===== src/rtl/uart_pkg.sv =====
// Shared definitions for the UART frame controller: FSM states, framing bytes,
// opcodes and error codes.
package uart_pkg;

  typedef enum logic [2:0] {
    StIdle,
    StOpc,
    StLen,
    StBase,
    StPayload,
    StChk
  } state_e;

  localparam logic [7:0] SyncByte     = 8'hA5;

  localparam logic [7:0] OpcWrWeights = 8'h01;
  localparam logic [7:0] OpcWrActs    = 8'h02;
  localparam logic [7:0] OpcStart     = 8'h03;

  localparam logic [2:0] ErrNone      = 3'd0;
  localparam logic [2:0] ErrChecksum  = 3'd1;
  localparam logic [2:0] ErrOpcLen    = 3'd2;
  localparam logic [2:0] ErrTimeout   = 3'd3;
  localparam logic [2:0] ErrBusy      = 3'd4;

  function automatic logic is_known_opc(input logic [7:0] opc);
    return (opc == OpcWrWeights) || (opc == OpcWrActs) || (opc == OpcStart);
  endfunction

endpackage


===== src/rtl/uart_timeout.sv =====
// Inter-byte silence counter: expired is high once LIMIT-1 idle clks have elapsed
// since the last clear, so the owner acts on the LIMIT-th clk edge.
module uart_timeout #(
  parameter int unsigned LIMIT = 2
) (
  input  logic clk,
  input  logic rst,
  input  logic clear,
  input  logic enable,
  output logic expired
);

  localparam int unsigned CntW = (LIMIT > 1) ? $clog2(LIMIT) : 1;
  localparam logic [CntW-1:0] CntLast = CntW'(LIMIT - 1);

  logic [CntW-1:0] r_cnt;

  // Saturates so a stalled owner never sees the count wrap back to zero.
  always_ff @(posedge clk) begin
    if (rst || clear) begin
      r_cnt <= '0;
    end else if (enable && (r_cnt != CntLast)) begin
      r_cnt <= r_cnt + 1'b1;
    end
  end

  assign expired = enable && (r_cnt == CntLast);

endmodule


===== src/rtl/uart_frame_ctrl.sv =====
// Frame parser between a UART receiver and the accelerator buffers: decodes
// SYNC/OPC/LEN/BASE/payload/CHK frames into buffer writes and start pulses.
module uart_frame_ctrl
  import uart_pkg::*;
#(
  parameter int unsigned CLOCK_FREQ    = 50_000_000,
  parameter int unsigned BAUD          = 115200,
  parameter int unsigned TIMEOUT_BYTES = 4
) (
  input  logic       clk,
  input  logic       rst,
  input  logic [7:0] rx_data,
  input  logic       rx_valid,
  input  logic       busy,
  output logic       wr_en,
  output logic       wr_sel,
  output logic [7:0] wr_addr,
  output logic [7:0] wr_data,
  output logic       start,
  output logic       frame_ok,
  output logic       frame_err,
  output logic [2:0] err_code
);

  localparam int unsigned TimeoutCycles = TIMEOUT_BYTES * 10 * (CLOCK_FREQ / BAUD);

  state_e     r_state, w_state_d;
  logic [7:0] r_opc, w_opc_d;
  logic [7:0] r_len, w_len_d;
  logic [7:0] r_addr, w_addr_d;
  logic [7:0] r_cnt, w_cnt_d;
  logic [7:0] r_chk, w_chk_d;

  logic       r_wr_en, w_wr_en_d;
  logic       r_wr_sel, w_wr_sel_d;
  logic [7:0] r_wr_addr, w_wr_addr_d;
  logic [7:0] r_wr_data, w_wr_data_d;
  logic       r_start, w_start_d;
  logic       r_ok, w_ok_d;
  logic       r_err, w_err_d;
  logic [2:0] r_err_code, w_err_code_d;

  logic w_expired;
  logic w_to_clear;
  logic w_to_enable;
  logic w_chk_good;

  assign w_to_enable = (r_state != StIdle);
  assign w_to_clear  = rx_valid || (r_state == StIdle);
  assign w_chk_good  = (rx_data == r_chk);

  uart_timeout #(
    .LIMIT(TimeoutCycles)
  ) u_timeout (
    .clk    (clk),
    .rst    (rst),
    .clear  (w_to_clear),
    .enable (w_to_enable),
    .expired(w_expired)
  );

  always_ff @(posedge clk) begin
    if (rst) begin
      r_state    <= StIdle;
      r_opc      <= '0;
      r_len      <= '0;
      r_addr     <= '0;
      r_cnt      <= '0;
      r_chk      <= '0;
      r_wr_en    <= 1'b0;
      r_wr_sel   <= 1'b0;
      r_wr_addr  <= '0;
      r_wr_data  <= '0;
      r_start    <= 1'b0;
      r_ok       <= 1'b0;
      r_err      <= 1'b0;
      r_err_code <= ErrNone;
    end else begin
      r_state    <= w_state_d;
      r_opc      <= w_opc_d;
      r_len      <= w_len_d;
      r_addr     <= w_addr_d;
      r_cnt      <= w_cnt_d;
      r_chk      <= w_chk_d;
      r_wr_en    <= w_wr_en_d;
      r_wr_sel   <= w_wr_sel_d;
      r_wr_addr  <= w_wr_addr_d;
      r_wr_data  <= w_wr_data_d;
      r_start    <= w_start_d;
      r_ok       <= w_ok_d;
      r_err      <= w_err_d;
      r_err_code <= w_err_code_d;
    end
  end

  // Next state plus the frame bookkeeping (opcode, length, address, checksum).
  always_comb begin
    w_state_d = r_state;
    w_opc_d   = r_opc;
    w_len_d   = r_len;
    w_addr_d  = r_addr;
    w_cnt_d   = r_cnt;
    w_chk_d   = r_chk;
    if (rx_valid) begin
      case (r_state)
        StIdle: begin
          if (rx_data == SyncByte) w_state_d = StOpc;
        end
        StOpc: begin
          w_opc_d   = rx_data;
          w_chk_d   = rx_data;
          w_state_d = is_known_opc(rx_data) ? StLen : StIdle;
        end
        StLen: begin
          w_len_d   = rx_data;
          w_chk_d   = r_chk ^ rx_data;
          w_state_d = ((r_opc == OpcStart) && (rx_data != 8'h00)) ? StIdle : StBase;
        end
        StBase: begin
          w_addr_d  = rx_data;
          w_cnt_d   = '0;
          w_chk_d   = r_chk ^ rx_data;
          w_state_d = (r_len == 8'h00) ? StChk : StPayload;
        end
        StPayload: begin
          w_addr_d = r_addr + 8'd1;
          w_cnt_d  = r_cnt + 8'd1;
          w_chk_d  = r_chk ^ rx_data;
          if (r_cnt == (r_len - 8'd1)) w_state_d = StChk;
        end
        StChk: begin
          w_state_d = StIdle;
        end
        default: w_state_d = StIdle;
      endcase
    end else if (w_expired) begin
      w_state_d = StIdle;
    end
  end

  // Registered one-clk pulses and the sticky error code.
  always_comb begin
    w_wr_en_d    = 1'b0;
    w_wr_sel_d   = r_wr_sel;
    w_wr_addr_d  = r_wr_addr;
    w_wr_data_d  = r_wr_data;
    w_start_d    = 1'b0;
    w_ok_d       = 1'b0;
    w_err_d      = 1'b0;
    w_err_code_d = r_err_code;
    if (rx_valid) begin
      case (r_state)
        StOpc: begin
          if (!is_known_opc(rx_data)) begin
            w_err_d      = 1'b1;
            w_err_code_d = ErrOpcLen;
          end
        end
        StLen: begin
          if ((r_opc == OpcStart) && (rx_data != 8'h00)) begin
            w_err_d      = 1'b1;
            w_err_code_d = ErrOpcLen;
          end
        end
        StPayload: begin
          w_wr_en_d   = 1'b1;
          w_wr_sel_d  = r_opc[1];
          w_wr_addr_d = r_addr;
          w_wr_data_d = rx_data;
        end
        StChk: begin
          if (!w_chk_good) begin
            w_err_d      = 1'b1;
            w_err_code_d = ErrChecksum;
          end else if ((r_opc == OpcStart) && busy) begin
            w_err_d      = 1'b1;
            w_err_code_d = ErrBusy;
          end else begin
            w_ok_d       = 1'b1;
            w_err_code_d = ErrNone;
            w_start_d    = (r_opc == OpcStart);
          end
        end
        default: ;
      endcase
    end else if (w_expired) begin
      w_err_d      = 1'b1;
      w_err_code_d = ErrTimeout;
    end
  end

  assign wr_en     = r_wr_en;
  assign wr_sel    = r_wr_sel;
  assign wr_addr   = r_wr_addr;
  assign wr_data   = r_wr_data;
  assign start     = r_start;
  assign frame_ok  = r_ok;
  assign frame_err = r_err;
  assign err_code  = r_err_code;

endmodule


===== config.mk =====
export PLATFORM = sky130hd
export DESIGN_NAME = uart_frame_ctrl
export DESIGN_NICKNAME = d
export VERILOG_FILES = /design/src/rtl/uart_pkg.sv /design/src/rtl/uart_timeout.sv /design/src/rtl/uart_frame_ctrl.sv
export SDC_FILE = /design/constraint.sdc
export NUM_CORES = 1
export LEC_CHECK = 0
export CORE_UTILIZATION = 34
export CTS_BUF_LIST = sky130_fd_sc_hd__clkbuf_4
export CTS_CLUSTER_DIAMETER = 120
export DETAILED_ROUTE_END_ITERATION = 7
export GPL_TIMING_DRIVEN = 0
export PLACE_DENSITY = 0.62
export SYNTH_ARGS = -nofsm -noshare
export SYNTH_HDL_FRONTEND = slang
export SYNTH_SLANG_ARGS = --single-unit

===== constraint.sdc =====
create_clock -name clk -period 2.8 [get_ports clk]
set_input_delay 0.56 -clock clk [delete_from_list [all_inputs] [get_ports clk]]
set_output_delay 0.56 -clock clk [all_outputs]
set_load 0.02 [all_outputs]

==> results by group, run 1 <==
Clock network
  – # resized after CTS: 0
  – # clock sinks: 82
  – CTS tree: yes
  – Setup bufs post-CTS: 0
  – Maximum root-to-sink buffer count: 2
  – Depth of the CTS H-tree: 3
  – Later-pin clock latency in the skew report: 460 ps
  – Hold bufs inserted after CTS: 0
  – Clock-pin transition on the worst setup and hold timing paths: 140 ps
  – CTS buffer count: 9
  – Root Driver: clkbuf_4

Synthesis
  – Ys Warns: 0
  – EDFF count, synth: 0
  – Synth cell types: 54
  – Count leader, synth: nand2_1
  – Avg Inst Size Synth: 7.61 sq um
  – Top-area cell type share of the netlist area: 41.5%
  – Sequential-to-total area share from yosys stat: 41.5%
  – Synth Net Count: 536
  – Biggest area consumer among synthesized cells: dfxtp_1
  – Post-synthesis register bit count: 82
  – Synth top area cells: dfxtp_1 (41%), nand2_1 (11%), a21oi_1 (5.7%)
  – Syn Std Cell Area: 3960 sq um
  – Post-Syn Instances: 520
  – Top_reg_cell synth: dfxtp_1
  – Synth async-reset ratio: 0%
  – Synth top cells by count: nand2_1 (113), dfxtp_1 (82), nor2_1 (57)

Timing
  – Slew Limit Fails: 0
  – Setup violators final: 0
  – Crit path time final: 2440 ps
  – Max Fclk: 409 MHz
  – Slew @ Worst Pin: 972 ps
  – TNS Setup: 0 ps
  – Setup ws final: 355 ps
  – Worst Skew: 16.7 ps
  – Slew headroom: 34.7%
  – RSZ-0062 raised after global routing: no
  – Tcrit/Tclk final: 87.3%
  – Final count of hold timing violations: 0

Floorplan
  – Initial core utilization: 34.8%
  – Core area: 11400 sq um
  – Die area: 12100 sq um
  – Cell row count: 39
  – Die W: 110 um
  – Die height: 110 um
  – I/O pins: 36

Power and ir drop
  – Leak Pwr: 1.50 nW
  – Peak VDD IR: 0.000273 V
  – Pwr/cell area: 436 nW/um^2

Drt
  – DRC errors left: 0
  – Total detailed-routing wirelength: 10200 um
  – First drt pass iteration count: 4
  – ANT nets after route: 0
  – Vias post-DR: 3666
  – Initial DRC Count: 203
  – Via density: 5.19
  – WL per Instance: 14.4 um

Layout
  – Area growth syn-to-layout: 15.0%
  – Layout cells sized above 1: 4.26%
  – # diodes: 0
  – # nets final: 574

Setup path
  – Worst Setup Path Type: reg -> reg
  – Worst setup path start: r_len[0]$_SDFFE_PP0P_
  – Critical register-to-register path startpoint: r_len[0]$_SDFFE_PP0P_
  – Critical Path Fanout Max: 5
  – Crit. End Element: flop
  – CP required: 3160 ps
  – Startpoint Class: flop
  – CP arrival: 2800 ps

Placement
  – Dpl hpwl: 7060 um
  – Final Wtd Congestion: 0.812
  – Pre-CTS WS: 155 ps
  – Port bufs: 27

GRT
  – GRT overflow: 0
  – Initial antenna violation count: 0
  – First-pass GRT wire length: 16700 um
  – GRT Total Usage: 18.2%
  – Largest net degree at the start of global routing: 15
  – Number of global-route vias before repair: 3445

Worst hold path
  – Hold Crit Class: reg -> reg
  – Min-delay src: err_code[2]$_SDFFE_PP0P_

Outcome
  – Status: completed

Run
  – Max capacitance violation total: 0
==> critical path: stages (launching register included) <==
cell     delay (ps)
dfxtp_1         380
inv_1            70
ha_1            200
or3b_1          380
or3_4           350
xnor2_1         170
a31oi_1         170
or4_1           530
o31ai_1          90
==> flip-flops by register name, summed over array words and instances, names as in the netlist, 8 cells and up <==
signal / flops
wr_addr: 8
u_timeout.r_cnt: 15
r_opc: 8
r_cnt: 8
r_len: 8
r_addr: 8
wr_data: 8
r_chk: 8
==> cells by family after synthesis <==
| logic type | after synthesis | synth area share (%) |
|---|---|---|
| AOI/OAI and AO/OA | 120 | 18.6 |
| xor gates and xnor gates | 30 | 6.64 |
| adders and majority gates | 4 | 1.26 |
| buffers and inverters | 43 | 4.20 |
| DFF | 82 | 41.5 |
| muxes | 2 | 0.506 |
| and+or+nand+nor | 239 | 27.3 |
==> per-layer routing <==
| layer | part of all wire [%] | track usage [%] | up-vias |
|---|---|---|---|
| li1 | - | - | 1869 |
| met1 | 47 | 22.6 | 1690 |
| met2 | 46 | 30.0 | 90 |
| met3 | 5.0 | 4.56 | 17 |
| met4 | 2.1 | 7.52 | 0 |
| met5 | 0 | 0 | - |
==> power by group <==
group          switching, mW  leakage, nW  total, mW  internal [mW]
combinational         0.0610        0.764     0.0856         0.0246
sequential           0.00160        0.661       1.17           1.17
clock                  0.430       0.0737      0.727          0.297
total                  0.493         1.50       1.98           1.49
==> layout make-up <==
class                           instances  area (sq um)
Fill cell                            1203          6820
Multi-Input combinational cell        395          2150
Sequential cell                        82          1640
Timing Repair Buffer                   27           270
Tap cell                              143           179
Buffer                                 35           136
Clock buffer                           11          82.6
Clock inverter                          5          62.6
Inverter                                8          30.0
==> cells in the final DEF, fill, tap and decap left out, types with 9 or more instances in the layout <==
| cell | instances |
|---|---|
| a21oi_1 | 45 |
| a22oi_1 | 12 |
| and3_1 | 11 |
| clkbuf_1 | 31 |
| clkbuf_4 | 11 |
| clkdlybuf4s50_1 | 27 |
| dfxtp_1 | 82 |
| nand2_1 | 113 |
| nand3_1 | 9 |
| nand4_1 | 9 |
| nor2_1 | 57 |
| o21ai_0 | 31 |
| xnor2_1 | 20 |
| xor2_1 | 10 |
==> worst paths after layout <==
| path | cells after the start | slack, ps | endpoint |
|---|---|---|---|
| hold / removal | 2 | 460 | err_code[2]$_SDFFE_PP0P_ |
| setup / recovery | 8 | 360 | r_state[2]$_SDFFE_PP0P_ |
| hold reg to reg | 2 | 460 | err_code[2]$_SDFFE_PP0P_ |
| setup reg to reg | 8 | 360 | r_state[2]$_SDFFE_PP0P_ |
==> per-stage QoR <==
step	std cells	hold WS (ps)	total power [mW]	cell area, sq um	util [%]
after global placement	690	443	1.28	4410	38.8
final	706	463	1.98	4550	40.0
after CTS	706	465	2.02	4550	40.0
after floorplan	520	436	1.25	3960	-
after global routing	706	482	2.08	4550	40.0
after detailed placement	690	447	1.28	4410	38.8
(Power assumes the default switching activity.)
==> inputs of run 2 (changes only) <==
- CORE_ASPECT_RATIO: unset -> 0.8
==> run 2 against run 1 <==
Non-clock buffer count unchanged. Critical path type unchanged. Largest cell class unchanged. Die area about the same. Combinational power up 2.3%. Final cell count down 0.14%. Sequential cell count unchanged. Worst hold slack worse by 2.8 ps. Sequential share of layout area up 0.42 points. Final area down 1.2%. Wire length about the same. Total power down 8.8%. Clock-buffer cell count down 2.
==> results by group, run 2 (same netlist as run 1, synthesis figures left out) <==
Clock network
  – # resized after CTS: 0 (unchanged)
  – Setup bufs post-CTS: 0 (unchanged)
  – Clock-pin transition on the worst setup and hold timing paths: 130 ps (about the same)
  – Depth of the CTS H-tree: 3 (unchanged)
  – Later-pin clock latency in the skew report: 440 ps (-20 ps)
  – CTS buffer count: 9 (unchanged)
  – Maximum root-to-sink buffer count: 2 (unchanged)
  – Root Driver: clkbuf_4
  – Hold bufs inserted after CTS: 0 (unchanged)
  – # clock sinks: 82 (unchanged)
  – CTS tree: yes

Floorplan
  – Die area: 12100 sq um (about the same)
  – Cell row count: 34 (-13%)
  – Die height: 98.5 um (-10%)
  – I/O pins: 36 (unchanged)
  – Core area: 11100 sq um (-2.3%)
  – Die W: 123 um (+12%)
  – Initial core utilization: 35.6% (+0.84 points)

Layout
  – # diodes: 0 (unchanged)
  – Most frequent cells in the layout: nand2_1 (113), dfxtp_1 (82), nor2_1 (57)
  – Most common library cell in the layout ignoring fill and taps: nand2_1
  – Layout cells sized above 1: 3.39% (-0.88 points)
  – Area growth syn-to-layout: 13.7%
  – # nets final: 574 (unchanged)
  – Max FFs per register: 15 (unchanged)
  – Post-route cell area: 4500 sq um (-1.2%)
  – Largest Register: u_timeout.r_cnt

Timing
  – Setup ws final: 391 ps (+35.3 ps)
  – TNS Setup: 0 ps (unchanged)
  – Worst Skew: 24.9 ps (+8.17 ps)
  – Crit path time final: 2410 ps (-35.3 ps)
  – Slew Limit Fails: 0 (unchanged)
  – Tcrit/Tclk final: 86.0% (-1.3 points)
  – RSZ-0062 raised after global routing: no
  – Max Fclk: 415 MHz (+1.5%)
  – Slew headroom: 36.0% (+1.3 points)
  – Slew @ Worst Pin: 952 ps (-19.6 ps)
  – Setup violators final: 0 (unchanged)
  – Final count of hold timing violations: 0 (unchanged)

Run
  – Max capacitance violation total: 0 (unchanged)

Drt
  – Initial DRC Count: 320 (+58%)
  – Via density: 5.30 (+2.0%)
  – ANT nets after route: 0 (unchanged)
  – First drt pass iteration count: 5 (+1)
  – WL per Instance: 14.4 um (+0.19%)
  – DRC errors left: 0 (unchanged)
  – Vias post-DR: 3735 (+1.9%)
  – Total detailed-routing wirelength: 10200 um (about the same)

GRT
  – Initial antenna violation count: 0 (unchanged)
  – First-pass GRT wire length: 17100 um (+2.3%)
  – Largest net degree at the start of global routing: 13 (-2)
  – Number of global-route vias before repair: 3510 (+1.9%)
  – GRT Total Usage: 17.9% (-0.30 points)
  – GRT overflow: 0 (unchanged)

Placement
  – Placed cell area: 4410 sq um (about the same)
  – Dpl hpwl: 7190 um (+1.9%)
  – Port bufs: 27 (unchanged)
  – Pre-CTS WS: 221 ps (+65.6 ps)
  – Final Wtd Congestion: 0.806 (-0.73%)

Setup path
  – Critical Path Fanout Max: 5 (unchanged)
  – CP required: 3160 ps (about the same)
  – Startpoint Class: flop
  – Crit. End Element: flop
  – CP arrival: 2770 ps (-30 ps)
  – Worst Setup Path Type: reg -> reg

Power and ir drop
  – Pwr/cell area: 402 nW/um^2 (-7.7%)
  – Peak VDD IR: 0.000263 V (-3.6%)
  – Leak Pwr: 1.47 nW (-1.6%)

Worst hold path
  – Hold Crit Class: reg -> reg

Outcome
  – Status: completed
[run 2: changes by cell type in the layout (fill, tap and decap cells not counted), sizes merged]
cell,before,now
bufinv,1,0
clkbuf,42,40
clkinv,1,4
clkinvlp,2,1
inv,9,8
[run 2: per-stage QoR]
stage / power, mW / instances / hold WS, ps / util, %
finish: 1.81 / 705 / 461 / 40.5
global route: 1.89 / 705 / 485 / 40.5
detailed placement: 1.28 / 691 / 447 / 39.7
floorplan: 1.25 / 520 / 436 / -
CTS: 1.83 / 705 / 465 / 40.5
global placement: 1.28 / 691 / 444 / 39.7
[run 2: layout make-up]
cell class	instances	area, sq um
well taps	144	180
inverters	8	30.0
flip-flops and latches	82	1640
clock buffers	9	67.6
multi-input cells	395	2150
plain buffers	35	136
clock inverters	5	23.8
fillers	1138	6600
repair buffers	27	270
[run 2: worst paths after layout]
kind | cells after the start | slack (ps) | start | end
worst max-delay path | 8 | 390 | r_len[0]$_SDFFE_PP0P_ | r_state[2]$_SDFFE_PP0P_
worst min-delay path | 2 | 460 | r_opc[2]$_SDFFE_PP0P_ | r_opc[2]$_SDFFE_PP0P_
worst max register to register | 8 | 390 | r_len[0]$_SDFFE_PP0P_ | r_state[2]$_SDFFE_PP0P_
worst min register to register | 2 | 460 | r_opc[2]$_SDFFE_PP0P_ | r_opc[2]$_SDFFE_PP0P_
[run 2: metal layers]
metal / wire, um / up-vias / GRT usage (%)
met5: 0 / - / 0
met4: 110 / 0 / 4.97
met3: 713 / 11 / 4.98
met2: 4340 / 114 / 27.3
met1: 5010 / 1747 / 24.7
li1: - / 1863 / -
[run 2: power breakdown]
part	switching (mW)	internal (mW)
Clock	0.387	0.163
Sequential	0.00198	1.17
Combinational	0.0630	0.0246
Total	0.452	1.36
[run 2: critical path, cell delays in order (launching register included)]
cell	delay [ps]
dfxtp_1	370
inv_1	80
ha_1	190
or3b_1	400
or3_4	360
xnor2_1	160
a31oi_1	180
or4_1	540
o31ai_1	80
==> inputs of run 3 (changes only) <==
- SKIP_CTS_REPAIR_TIMING: unset -> 1
==> results of run 3 <==
Same layout as run 2: the final DEF is identical, and so are final timing and power.
